--- config.mk ---
export PLATFORM = sky130hd
export DESIGN_NAME = uart_mmio_bridge
export DESIGN_NICKNAME = d
export VERILOG_FILES = /design/src/rtl/uart_mmio_pkg.sv /design/src/rtl/uart_mmio_bridge.sv
export SDC_FILE = /design/constraint.sdc
export NUM_CORES = 1
export LEC_CHECK = 0
export ABC_AREA = 1
export ABC_CLOCK_PERIOD_IN_PS = 1200
export BUFFER_PORTS_ARGS = -buffer_cell sky130_fd_sc_hd__buf_2
export CAP_MARGIN = 20
export CORE_MARGIN = 5
export CORE_UTILIZATION = 35
export CTS_BUF_LIST = sky130_fd_sc_hd__clkbuf_8
export CTS_CLUSTER_DIAMETER = 50
export DETAILED_ROUTE_END_ITERATION = 10
export GPL_ROUTABILITY_DRIVEN = 1
export HOLD_SLACK_MARGIN = 0.03
export MAX_ROUTING_LAYER = met4
export PLACE_DENSITY = 0.8
export SYNTH_ARGS = -nofsm -noshare
export SYNTH_HDL_FRONTEND = slang
export SYNTH_SLANG_ARGS = --single-unit
--- constraint.sdc ---
create_clock -name clk -period 1.2 [get_ports clk]
set_input_delay 0.18 -clock clk [delete_from_list [all_inputs] [get_ports clk]]
set_output_delay 0.18 -clock clk [all_outputs]
set_load 0.01 [all_outputs]
--- src/rtl/uart_mmio_pkg.sv ---
// Shared constants for the UART MMIO bridge: register offsets,
// STATUS/CTRL bit positions and the access FSM state encoding.
package uart_mmio_pkg;

    localparam logic [7:0] OFF_TXDATA = 8'h00;
    localparam logic [7:0] OFF_RXDATA = 8'h04;
    localparam logic [7:0] OFF_STATUS = 8'h08;
    localparam logic [7:0] OFF_CTRL   = 8'h0C;

    localparam int ST_RX_EMPTY = 0;
    localparam int ST_TX_FULL  = 1;
    localparam int ST_IRQ      = 2;

    localparam int CTRL_RX_IE = 0;
    localparam int CTRL_TX_IE = 1;
    localparam int CTRL_W     = 2;

    typedef enum logic [1:0] {
        S_IDLE    = 2'd0,
        S_WAIT_TX = 2'd1,
        S_RESP    = 2'd2
    } state_e;

    // Word index of a byte offset; the low two address bits are ignored.
    function automatic logic [5:0] word_of(input logic [7:0] off);
        return off[7:2];
    endfunction

endpackage

--- src/rtl/uart_mmio_bridge.sv ---
// Memory-mapped CPU window onto UART RX/TX FIFOs with a 3-state access FSM.
// Ports: clk, reset (async, active-low); CPU side sel/we/addr/wdata ->
// rdata/ready; FIFO side rd_uart/r_data/rx_empty, wr_uart/w_data/tx_full;
// irq level output. Define UART_IRQ_EN to enable the CTRL interrupt enables;
// otherwise CTRL reads 0 and irq is held low.
module uart_mmio_bridge
    import uart_mmio_pkg::*;
#(
    parameter int ADDR_W = 4,
    parameter int DBIT   = 8
) (
    input  logic              clk,
    input  logic              reset,
    input  logic              sel,
    input  logic              we,
    input  logic [ADDR_W-1:0] addr,
    input  logic [31:0]       wdata,
    output logic [31:0]       rdata,
    output logic              ready,
    output logic              rd_uart,
    input  logic [7:0]        r_data,
    input  logic              rx_empty,
    output logic              wr_uart,
    output logic [7:0]        w_data,
    input  logic              tx_full,
    output logic              irq
);

    localparam int WW = ADDR_W - 2;

    state_e            state_q, state_d;
    logic [31:0]       rdata_q, rdata_d;
    logic              rd_uart_q, rd_uart_d;
    logic              wr_uart_q, wr_uart_d;
    logic [7:0]        w_data_q, w_data_d;
    logic [CTRL_W-1:0] ctrl_q, ctrl_d;
    logic              irq_q, irq_d;

    logic [WW-1:0] word;
    logic          hit_tx, hit_rx, hit_st, hit_ctrl;
    logic [7:0]    tx_byte;
    logic [31:0]   status;
    logic          unused_ok;

    assign word     = addr[ADDR_W-1:2];
    assign hit_tx   = (word == WW'(word_of(OFF_TXDATA)));
    assign hit_rx   = (word == WW'(word_of(OFF_RXDATA)));
    assign hit_st   = (word == WW'(word_of(OFF_STATUS)));
    assign hit_ctrl = (word == WW'(word_of(OFF_CTRL)));

    // Characters narrower than a byte are zero-extended onto the FIFO bus.
    assign tx_byte   = 8'(wdata[DBIT-1:0]);
    assign unused_ok = ^{addr[1:0], wdata};

    always_comb begin
        status              = '0;
        status[ST_RX_EMPTY] = rx_empty;
        status[ST_TX_FULL]  = tx_full;
        status[ST_IRQ]      = irq_q;
    end

    always_comb begin
        state_d   = state_q;
        rdata_d   = rdata_q;
        rd_uart_d = 1'b0;
        wr_uart_d = 1'b0;
        w_data_d  = w_data_q;
        ctrl_d    = ctrl_q;

        unique case (state_q)
            S_IDLE: begin
                if (sel) begin
                    rdata_d = '0;
                    state_d = S_RESP;
                    if (we) begin
                        if (hit_tx) begin
                            w_data_d = tx_byte;
                            if (tx_full) begin
                                state_d = S_WAIT_TX;
                            end else begin
                                wr_uart_d = 1'b1;
                            end
                        end
`ifdef UART_IRQ_EN
                        if (hit_ctrl) begin
                            ctrl_d = wdata[CTRL_W-1:0];
                        end
`endif
                    end else begin
                        case (1'b1)
                            hit_rx: begin
                                // FWFT head is captured as the pop is issued.
                                if (!rx_empty) begin
                                    rdata_d   = {23'b0, 1'b1, r_data};
                                    rd_uart_d = 1'b1;
                                end
                            end
                            hit_st:   rdata_d = status;
                            hit_ctrl: rdata_d = 32'(ctrl_q);
                            default:  rdata_d = '0;
                        endcase
                    end
                end
            end
            S_WAIT_TX: begin
                if (!tx_full) begin
                    wr_uart_d = 1'b1;
                    state_d   = S_RESP;
                end
            end
            S_RESP: begin
                state_d = S_IDLE;
            end
            default: begin
                state_d = S_IDLE;
            end
        endcase
    end

`ifdef UART_IRQ_EN
    always_comb begin
        irq_d = (ctrl_q[CTRL_RX_IE] & ~rx_empty)
              | (ctrl_q[CTRL_TX_IE] & ~tx_full);
    end
`else
    always_comb begin
        irq_d = 1'b0;
    end
`endif

    always_ff @(posedge clk or negedge reset) begin
        if (!reset) begin
            state_q   <= S_IDLE;
            rdata_q   <= '0;
            rd_uart_q <= 1'b0;
            wr_uart_q <= 1'b0;
            w_data_q  <= '0;
            ctrl_q    <= '0;
            irq_q     <= 1'b0;
        end else begin
            state_q   <= state_d;
            rdata_q   <= rdata_d;
            rd_uart_q <= rd_uart_d;
            wr_uart_q <= wr_uart_d;
            w_data_q  <= w_data_d;
            ctrl_q    <= ctrl_d;
            irq_q     <= irq_d;
        end
    end

    assign ready   = (state_q == S_RESP);
    assign rdata   = rdata_q;
    assign rd_uart = rd_uart_q;
    assign wr_uart = wr_uart_q;
    assign w_data  = w_data_q;
    assign irq     = irq_q;

endmodule

==> results.sh <==
export IMPL_cp_arrival_ns=1.27
export IMPL_track_usage=0.108
export IMPL_critical_path_class="reg -> reg"
export IMPL_syn_area_um2=1180
export IMPL_fin_nets=238
export IMPL_clock_sinks=21
export IMPL_slew_violations=0
export IMPL_final_cell_mix="buf_2 (43), nand2_1 (40), conb_1 (24)"
export IMPL_synthMuxAreaShare=0
export IMPL_worst_ep_required_time_ns=1.34
export IMPL_final_layout_size_suffix_gt1_frac=0.342
export IMPL_drt_iter0_drc=20
export IMPL_maxCapViolations=0
export IMPL_final_common_cell="buf_2"
export IMPL_die_h_um=68
export IMPL_drc=0
export IMPL_yosys_area_share_simple=0.245
export IMPL_rsz0062_at_grt="yes"
export IMPL_dp_hpwl_um=1860
export IMPL_hold_path_depth=2
export IMPL_place_congestion=0.719
export IMPL_critPathCaptureType="flop"
export IMPL_syn2layout_area_growth_pct=19.8
export IMPL_ant_nets=0
export IMPL_insertedDiodeCount=0
export IMPL_hold_viol=0
export IMPL_cts_buffer_depth=2
export IMPL_clk_root_buffer_cell="clkbuf_8"
export IMPL_syn_area_per_cell_um2=8.41
export IMPL_setup_viol=0
export IMPL_initial_core_util=0.358
export IMPL_cp_start_kind="flop"
export IMPL_synthAdderAreaFrac=0
export IMPL_finalPower_mw=1.70
export IMPL_multi_input_area_um2=485
export IMPL_post_route_util=0.429
export IMPL_fill_cells=351
export IMPL_rows=21
export IMPL_grt_max_degree=22
export IMPL_regArea_um2=526
export IMPL_status="completed"
export IMPL_antenna_found_initial=0
export IMPL_fmax_mhz=885
export IMPL_synthCells=140
export IMPL_routed_wl_um=2270
export IMPL_cts_tree="done"
export IMPL_vias=908
export IMPL_synth_xor_area_frac=0
export IMPL_dieArea_um2=4620
export IMPL_finalCriticalPeriod_ns=1.13
export IMPL_grt_overflow_total=0
export IMPL_wl_per_cell_um=9.73
export IMPL_cts_reportedPaths_clkPinSlew_ns=0.07
export IMPL_cp_max_fo=18
export IMPL_grt_pass1_wl_um=3640
export IMPL_rr_worst_depth=4
export IMPL_ys_seq_elements=21
export IMPL_viasPerCell=3.90
export IMPL_leakagePower_nw=0.866
export IMPL_drt_pass1_iterations=4
export IMPL_cts_buffers=3
export IMPL_netlist_cell_type_count=18
export IMPL_yosysSeqAreaShare=0.446
export IMPL_die_x_um=68
export IMPL_synth_warnings=0
export IMPL_core_um2=3280
export IMPL_ios=94
export IMPL_synth_top_family_by_area="simple AND/OR/NAND/NOR gates"
export IMPL_hp_class="in -> reg"
export IMPL_grt_pass1_vias=856
export IMPL_ir_drop_uv=534
export IMPL_ctsHtreeMaxLevel=1
export IMPL_synth_compound_area_share=0.0882
export IMPL_finalClockSkew_ns=0.000918
export IMPL_clk_latency_ns=0.25
export IMPL_powerDensity_nw_per_um2=1200
export IMPL_io_buffers=43
export IMPL_min_period_over_period=0.942
-- where the power goes --
part	total [mW]	switching, mW	internal (mW)	leakage [nW]
Combinational	0.421	0.251	0.170	0.560
Clock	0.439	0.212	0.227	0.0269
Sequential	0.837	0.0436	0.794	0.279
-- cells in the mapped netlist --
master | instances | area share
nor2_2 | 1 | 0.0053
inv_1 | 14 | 0.045
conb_1 | 1 | 0.0032
o21ai_0 | 1 | 0.0042
nand3_1 | 11 | 0.047
a21oi_4 | 1 | 0.014
buf_4 | 25 | 0.16
buf_6 | 1 | 0.0096
inv_2 | 1 | 0.0032
nor2_4 | 1 | 0.0096
dfrtp_1 | 21 | 0.45
nand2_2 | 2 | 0.011
nand3b_4 | 1 | 0.017
a21boi_1 | 1 | 0.0064
o21ai_2 | 8 | 0.060
nor2_1 | 9 | 0.029
nand2_1 | 40 | 0.13
o21ai_1 | 1 | 0.0042
-- critical path, stage by stage (launching register included) --
cell,delay (ns)
dfrtp_1,0.41
nor2_4,0.15
nand3b_4,0.25
nand2_1,0.16
o21ai_2,0.06
-- flip-flops by register name, summed over array words and instances (netlist names) --
signal and cells:
rdata 9, state_q 2, w_data 8, wr_uart 1, rd_uart 1
-- per-layer routing --
layer / part of all wire / vias up / GRT usage / wire (um)
met1: 0.41 / 400 / 0.123 / 920
met2: 0.51 / 30 / 0.185 / 1160
met5: 0 / - / - / 0
met3: 0.068 / 2 / 0.0181 / 154
met4: 0.014 / 0 / 0.0447 / 31
li1: - / 476 / - / -
-- final cells by class --
class | instances | area share
multi-input combinational | 101 | 0.344
inverter | 15 | 0.0399
timing repair buffer | 46 | 0.170
clock inverter | 1 | 0.00266
clock buffer | 3 | 0.0293
tap | 46 | 0.0408
sequential | 21 | 0.373
-- cell families after synthesis --
kind of cell	count (synthesis)
compound gates	12
buf+inv	41
flops	21
other cells	1
simple gates	65
-- worst paths after layout --
| check | start | endpoint | slack, ns |
|---|---|---|---|
| max in group asynchronous | reset | w_data[2] | 0.47 |
| max | state_q[1] | w_data[4] | 0.07 |
| min reg2reg | w_data[2] | w_data[2] | 0.48 |
| min | tx_full | wr_uart | 0.14 |
| min in group asynchronous | reset | rdata[4] | 0.41 |
| max reg2reg | state_q[1] | w_data[4] | 0.07 |
-- metrics by stage --
stage | instances | setup WS (ns) | hold slack [ns] | area [um^2] | TNS [ns]
after floorplan | 163 | 0.181 | -0.116 | 1260 | 0
after global placement | 228 | 0.0900 | 0.171 | 1350 | 0
after detailed placement | 228 | 0.0673 | 0.171 | 1350 | 0
after CTS | 233 | 0.0562 | 0.139 | 1410 | 0
after global routing | 233 | -0.0331 | 0.142 | 1410 | -0.318
final | 233 | 0.0702 | 0.140 | 1410 | 0
-- timing repair --
action	4_1_cts	5_1_grt
hold endpoints to repair	21	0
endpoints found under the setup margin	0	15
resized for setup	0	1
hold buffers	1	0
setup buffers	0	0
Power figures use the tool's default switching activity.
